===== src/rtl/compare_sequencer_if.sv =====
// Handshake and read-port bundle for compare_sequencer.
// The slave modport is the sequencer's view. The master modport is the
// view of the block that drives start/abort and serves the word reads.
interface compare_sequencer_if #(
  parameter int BUS_SIZE = 16,
  parameter int ADDR_W   = 2
);
  logic                start;
  logic                abort;
  logic                busy;
  logic                done;
  logic                equal;
  logic [ADDR_W-1:0]   mismatch_idx;
  logic                rd_req;
  logic [ADDR_W-1:0]   rd_addr;
  logic                rd_ack;
  logic [BUS_SIZE-1:0] rd_a;
  logic [BUS_SIZE-1:0] rd_b;

  modport slave (
    input  start, abort, rd_ack, rd_a, rd_b,
    output busy, done, equal, mismatch_idx, rd_req, rd_addr
  );

  modport master (
    output start, abort, rd_ack, rd_a, rd_b,
    input  busy, done, equal, mismatch_idx, rd_req, rd_addr
  );
endinterface


===== src/rtl/compare_sequencer.sv =====
// Multi-word equality sequencer: fetches WORDS word pairs over a req/ack read
// port, compares each pair with one BUS_SIZE comparator, and exits on the
// first mismatch.
//
// state | meaning
// ------+--------------------------------------------------------------
// IDLE  | waiting for start; equal/mismatch_idx hold the last result
// FETCH | requesting word idx; compare on rd_ack, abort cancels
// DONE  | one-cycle result-valid pulse, then back to IDLE
module compare_sequencer #(
  parameter int BUS_SIZE = 16,
  parameter int WORDS    = 4,
  parameter int ADDR_W   = 2
) (
  input logic              clk,
  input logic              rst,
  compare_sequencer_if.slave bus
);

  typedef enum logic [1:0] {
    IDLE  = 2'd0,
    FETCH = 2'd1,
    DONE  = 2'd2
  } state_t;

  localparam logic [ADDR_W-1:0] LAST_IDX = ADDR_W'(WORDS - 1);

  state_t              state;
  logic [ADDR_W-1:0]   idx;
  logic                equal_q;
  logic [ADDR_W-1:0]   mism_q;
  logic [BUS_SIZE-1:0] same_bits;
  logic                word_eq;

  // Bitwise XNOR then AND-reduce: every bit position must match.
  assign same_bits = bus.rd_a ~^ bus.rd_b;
  assign word_eq   = &same_bits;

  // Sequencer state, word index and registered result.
  always_ff @(posedge clk or posedge rst) begin
    if (rst) begin
      state   <= IDLE;
      idx     <= '0;
      equal_q <= 1'b0;
      mism_q  <= '0;
    end else begin
      case (state)
        IDLE: begin
          if (bus.start) begin
            idx   <= '0;
            state <= FETCH;
          end
        end
        FETCH: begin
          // Abort wins over a same-cycle acknowledge.
          if (bus.abort) begin
            equal_q <= 1'b0;
            mism_q  <= idx;
            idx     <= '0;
            state   <= IDLE;
          end else if (bus.rd_ack) begin
            if (!word_eq) begin
              equal_q <= 1'b0;
              mism_q  <= idx;
              idx     <= '0;
              state   <= DONE;
            end else if (idx == LAST_IDX) begin
              equal_q <= 1'b1;
              mism_q  <= '0;
              idx     <= '0;
              state   <= DONE;
            end else begin
              idx <= idx + ADDR_W'(1);
            end
          end
        end
        DONE:    state <= IDLE;
        default: state <= IDLE;
      endcase
    end
  end

  // Outputs are decodes of registered state only.
  assign bus.busy         = (state == FETCH) || (state == DONE);
  assign bus.done         = (state == DONE);
  assign bus.rd_req       = (state == FETCH);
  assign bus.rd_addr      = (state == FETCH) ? idx : '0;
  assign bus.equal        = equal_q;
  assign bus.mismatch_idx = mism_q;

endmodule


===== src/flat_wrapper.sv =====
// flat-port wrapper written by rule: the top's interface ports become plain ports
module compare_sequencer_flat 
#(
  parameter int BUS_SIZE = 16,
  parameter int WORDS    = 4,
  parameter int ADDR_W   = 2
)
  (clk, rst, bus_start, bus_abort, bus_rd_ack, bus_rd_a, bus_rd_b, bus_busy, bus_done, bus_equal, bus_mismatch_idx, bus_rd_req, bus_rd_addr);
  compare_sequencer_if #(.BUS_SIZE(BUS_SIZE), .ADDR_W(ADDR_W)) bus_i ();
  input logic clk;
  input logic rst;
  input wire logic [$bits(bus_i.start)-1:0] bus_start;
  input wire logic [$bits(bus_i.abort)-1:0] bus_abort;
  input wire logic [$bits(bus_i.rd_ack)-1:0] bus_rd_ack;
  input wire logic [$bits(bus_i.rd_a)-1:0] bus_rd_a;
  input wire logic [$bits(bus_i.rd_b)-1:0] bus_rd_b;
  output wire logic [$bits(bus_i.busy)-1:0] bus_busy;
  output wire logic [$bits(bus_i.done)-1:0] bus_done;
  output wire logic [$bits(bus_i.equal)-1:0] bus_equal;
  output wire logic [$bits(bus_i.mismatch_idx)-1:0] bus_mismatch_idx;
  output wire logic [$bits(bus_i.rd_req)-1:0] bus_rd_req;
  output wire logic [$bits(bus_i.rd_addr)-1:0] bus_rd_addr;
  assign bus_i.start = bus_start;
  assign bus_i.abort = bus_abort;
  assign bus_i.rd_ack = bus_rd_ack;
  assign bus_i.rd_a = bus_rd_a;
  assign bus_i.rd_b = bus_rd_b;
  assign bus_busy = bus_i.busy;
  assign bus_done = bus_i.done;
  assign bus_equal = bus_i.equal;
  assign bus_mismatch_idx = bus_i.mismatch_idx;
  assign bus_rd_req = bus_i.rd_req;
  assign bus_rd_addr = bus_i.rd_addr;
  compare_sequencer #(.BUS_SIZE(BUS_SIZE), .WORDS(WORDS), .ADDR_W(ADDR_W)) u_core (.clk(clk), .rst(rst), .bus(bus_i));
endmodule

===== config.mk =====
export PLATFORM = sky130hd
export DESIGN_NAME = compare_sequencer_flat
export DESIGN_NICKNAME = d
export VERILOG_FILES = /design/src/rtl/compare_sequencer_if.sv /design/src/rtl/compare_sequencer.sv /design/src/flat_wrapper.sv
export SDC_FILE = /design/constraint.sdc
export NUM_CORES = 1
export LEC_CHECK = 0
export BUFFER_PORTS_ARGS = -buffer_cell sky130_fd_sc_hd__buf_2
export CORE_ASPECT_RATIO = 1.25
export CORE_MARGIN = 8
export CORE_UTILIZATION = 40
export DETAILED_ROUTE_END_ITERATION = 7
export GPL_ROUTABILITY_DRIVEN = 0
export GPL_TIMING_DRIVEN = 0
export HOLD_SLACK_MARGIN = 0.12
export PLACE_DENSITY_LB_ADDON = 0.05
export REMOVE_ABC_BUFFERS = 1
export SKIP_CTS_REPAIR_TIMING = 1
export SLEW_MARGIN = 30
export SYNTH_ARGS = -nofsm -noshare
export SYNTH_HDL_FRONTEND = slang
export SYNTH_SLANG_ARGS = --single-unit

===== constraint.sdc =====
create_clock -name clk -period 2.1 [get_ports clk]
set_input_delay 0.21 -clock clk [delete_from_list [all_inputs] [get_ports clk]]
set_output_delay 0.21 -clock clk [all_outputs]
set_load 0.02 [all_outputs]

### After elaboration in Yosys (flattened, before gate mapping)

Cells that the tools add are included.

* bits of input ports: 37
* bits in registers: 7
* output and inout port bits: 8

* equal/unequal tests: 7
* reductions and logical operators: 8
* muxes and demuxes: 21
* add/subtract/negate cells: 1
* bitwise operators: 1

Operator list (count)
* $mux 2: 15
* $reduce_and 16->1: 1
* $xnor 16x16->16: 1
* $reduce_and 3->1: 3
* $pmux 2 s2: 2
* $ne 3x3->1 const B: 2
* $eq 2x2->1 const B: 2
* $mux 1: 4
* $ne 4x4->1 const B: 1
* $reduce_bool 2->1: 2
* $add 2x1->2 const B: 1
* $eq 2x1->1 const B: 1
* $logic_not 2->1: 1
* $ne 2x2->1 const B: 1
* $logic_or 1x1->1: 1

### Longest topological paths before layout

* word-level depth: 6
* mapped depth: 8

### Least setup slack after synthesis

No wires, ideal clock.

* kind: flip-flop to flip-flop
* start point: register u_core.state[0]
* end point: register u_core.idx[0]
* required time: 2.024 ns
* arrival: 1.753 ns
* slack: 0.271 ns
* stages on the path, launching flop included: 7
* path buffers: 1
* setup time: 0.076 ns
* path through: dfrtp_1 -> ha_1 -> nand2b_1 -> clkbuf_1 -> o221ai_1 -> or4_1 -> o21ai_1

* word-level cells in the longest chain between the ends: 3

RTL lines
* start: declaration: RTL line compare_sequencer.sv:28 `state_t state;`
* start signal: assignment: RTL line compare_sequencer.sv:42 `state <= IDLE;`
* start signal: assignment: RTL line compare_sequencer.sv:51 `state <= FETCH;`
* start signal: assignment: RTL line compare_sequencer.sv:60 `state <= IDLE;`
* $eq 2x1->1 (*)
* named net bus_rd_req: RTL line flat_wrapper.sv:21 `output wire logic [$bits(bus_i.rd_req)-1:0] bus_rd_req;`
* $ne 3x3->1 (no line) or $reduce_bool 2->1 (tied branches)
* $reduce_and 3->1 (no line)
* end signal: assignment: RTL line compare_sequencer.sv:73 `idx <= idx + ADDR_W'(1);`
* end: declaration: RTL line compare_sequencer.sv:29 `logic [ADDR_W-1:0] idx;`

The timed path passes the listed nets; every way through them passes the cells marked *.
A chain may end at the register's enable or synchronous reset.

### Worst setup path in the final report

* start point: register u_core.state[0]
* end point: register u_core.idx[0]

* word-level cells in the longest chain between the ends: 3

RTL lines
* $eq 2x1->1 or $logic_not 2->1 (tied branches): RTL line compare_sequencer.sv:47 `case (state)`
* $ne 3x3->1 (no line) (tied with other cells)
* $reduce_and 3->1 (no line)

Several ways; a longest one is shown, not always the timed one.

==> reports/qor.tcl <==
set qor(post_synth_num_cell_types) 29
set qor(clock_skew_ns) 0.00433
set qor(cap_viol_max_count) 0
set qor(holdCritPathClass) {input pin to register}
set qor(detailed_placement_hpwl_mm) 1.49
set qor(timing.slew.headroom_pct) 78.2
set qor(worst_path_max_delay_cell) {sky130_fd_sc_hd__or4_1}
set qor(top_level_ports) 45
set qor(drcViolationCount) 0
set qor(yosys_register_bits) 7
set qor(fmaxAchievable_mhz) 538
set qor(hold_slack_ns) 0.207
set qor(final-instance-count-excl-fill) 135
set qor(netlist_instances) 69
set qor(wl_per_cell_um) 12.9
set qor(unrepaired_setup_endpoints_after_global_routing) {no}
set qor(fin_setup_tns_ns) 0
set qor(final_layout_size_suffix_gt1_share_pct) 47.0
set qor(track_usage_pct) 11.6
set qor(ys_warn_count) 0
set qor(worst_path_buffer_plus_inverter_count) 0
set qor(grt_start_max_net_pins) 11
set qor(antenna_diode_instance_count) 0
set qor(worst_path_dominant_cell_family) {simple AND/OR/NAND/NOR gates}
set qor(dominantRegCellSynth) {sky130_fd_sc_hd__dfrtp_1}
set qor(pwr_density_cell_nw_per_um2) 670
set qor(via_count_of_the_first_global_routing_pass) 761
set qor(layout_worst_path_cycle_share_pct) 88.6
set qor(leakage_nw) 0.523
set qor(mostFrequentLayoutCell) {sky130_fd_sc_hd__buf_2}
set qor(hold_viol_final) 0
set qor(detailedRoute.firstIterationViolations) 7
set qor(most-common-layout-cells) {sky130_fd_sc_hd__buf_2, sky130_fd_sc_hd__xor2_1, sky130_fd_sc_hd__dfrtp_1}
set qor(flow.area_growth_from_synthesis_pct) 41.9
set qor(worst-slew-pin-transition_ns) 0.324
set qor(final-max-slew-violation-count) 0
set qor(synth-async-reset-ratio_pct) 100
set qor(grt_pass1_wl_mm) 2.84
set qor(rrSetupSlack_ns) 0.24
set qor(critical_path_required_ns) 2.28
set qor(critPathArrivalTime_ns) 2.04
set qor(vias_per_cell) 5.07
set qor(fp.dieH_um) 61.3
set qor(antenna_violating_nets_post_route) 0
set qor(design.die.area_sq_um) 3200
set qor(wirelength_mm) 1.74
set qor(vias) 685
set qor(timing.setup.critical_path_class) {register to register}
set qor(cts.root.buffer_cell) {sky130_fd_sc_hd__clkbuf_4}
set qor(cts_buffers) 3
set qor(final.setup.worst_slack_ns) 0.240
set qor(design.final.nets) 159
set qor(antenna_found_initial) 0
set qor(floorplan.initialDensity_pct) 42.1
set qor(synth_seq_area_share_pct) 26.7
set qor(timing.critical_path.fanout_max) 10
set qor(clkSinkCount) 7
set qor(post-route-min-period_ns) 1.86
set qor(crit_path_max_incr_delay_ns) 0.43
set qor(critical_path.endpoint_type) {register}
set qor(die_width_um) 52.2
set qor(htree_levels) 1
set qor(cp_cell_sequence) {ha_1, nand2b_1, o221ai_1, or4_1, o21ai_1}
set qor(worst_setup_hold_path_clk_slew_ns) 0.06
set qor(synth_edf_count) 0
set qor(insertion_delay_ns) 0.25
set qor(placement_rows) 16
set qor(synth_largest_type_area_fraction_pct) 26.7
set qor(synthesized_area_per_cell_sq_um) 9.52
set qor(ctsLongestPathBuffers) 2
set qor(port_buffers) 44
set qor(worst_ir_drop_vdd_mv) 0.436
set qor(status) {finished clean}
set qor(cell_area_after_synthesis_sq_um) 657
set qor(detail_route.first_pass.iterations) 4
set qor(setup_viol_count_final) 0
set qor(yosys-top-cells-area) {sky130_fd_sc_hd__dfrtp_1, sky130_fd_sc_hd__xor2_1, sky130_fd_sc_hd__ha_1}
set qor(tritoncts) {done}
set qor(placed_cells_incl_taps) 130
set qor(core_area_sq_um) 1560
set qor(crit_path_start_kind) {register}
set qor(yosys.area.top_type) {sky130_fd_sc_hd__dfrtp_1}
set qor(global_route.overflow_total) 0
set qor(preCtsSetupSlack_ns) 0.266
## final timing paths
check                                           startpoint                         end  cells after the start
worst max register to register             u_core.state[0]               u_core.idx[0]                      5
worst max-delay path                       u_core.state[0]               u_core.idx[0]                      5
worst min-delay path                             bus_abort            u_core.bus.equal                      2
worst min register to register  u_core.bus.mismatch_idx[0]  u_core.bus.mismatch_idx[0]                      1
min in group asynchronous                              rst  u_core.bus.mismatch_idx[0]                      3
max in group asynchronous                              rst               u_core.idx[0]                      3
## worst reg2reg max path: stages, from the launching register on
cell	delay [ns]
sky130_fd_sc_hd__dfrtp_1	0.42
sky130_fd_sc_hd__ha_1	0.33
sky130_fd_sc_hd__nand2b_1	0.27
sky130_fd_sc_hd__o221ai_1	0.22
sky130_fd_sc_hd__or4_1	0.43
sky130_fd_sc_hd__o21ai_1	0.13
## where the power goes
group	switching [mW]	leakage, nW	internal [mW]
Clock	0.0543	0.0150	0.0728
Combinational	0.202	0.413	0.127
Sequential	0.0166	0.0955	0.152
## metal layers
layer  GRT usage, %  part of all wire [%]  vias up
li1               -                     -      350
met1           10.7                    39      302
met2           21.0                    50       31
met3           3.38                   8.9        2
met4           8.89                   1.6        0
met5              0                     0        -
## stage by stage
step	utilization (%)	instance area, sq um	power, mW
detailed placement	57.4	896	0.501
floorplan	-	653	0.398
global placement	57.4	896	0.493
CTS	59.1	922	0.634
global route	59.7	932	0.680
finish	59.7	932	0.625
## cell type report
class                      count  area, sq um
sequential                     7          175
fill                         153          629
tap                           18         22.5
timing repair buffer          45          230
inverter                       4         15.0
clock buffer                   4         26.3
multi-input combinational     57          463
## synth_stat cells (2+ instances only)
library cell	number
sky130_fd_sc_hd__xor2_1	16
sky130_fd_sc_hd__nor2_1	4
sky130_fd_sc_hd__and2_1	3
sky130_fd_sc_hd__nor4_2	3
sky130_fd_sc_hd__inv_1	4
sky130_fd_sc_hd__nand2b_1	2
sky130_fd_sc_hd__and3_2	2
sky130_fd_sc_hd__a21oi_1	2
sky130_fd_sc_hd__and3_1	2
sky130_fd_sc_hd__dfrtp_1	7
sky130_fd_sc_hd__a211o_1	2
sky130_fd_sc_hd__nand2_1	2
sky130_fd_sc_hd__ha_1	4
## registers in the layout (all words and copies together) (netlist names)
name / count
u_core.bus.equal: 1
u_core.bus.mismatch_idx: 2
u_core.idx: 2
u_core.state: 2
## cells by family (layout without fill, tap and decap cells)
family / Yosys count / count (layout) / synth area share, %
AOI/OAI and AO/OA: 13 / 13 / 14.3
and+or+nand+nor: 24 / 24 / 27.2
DFF: 7 / 7 / 26.7
buffers and inverters: 5 / 53 / 2.86
xor gates and xnor gates: 16 / 16 / 21.3
adders and majority gates: 4 / 4 / 7.62
Power figures use the tool's default switching activity.
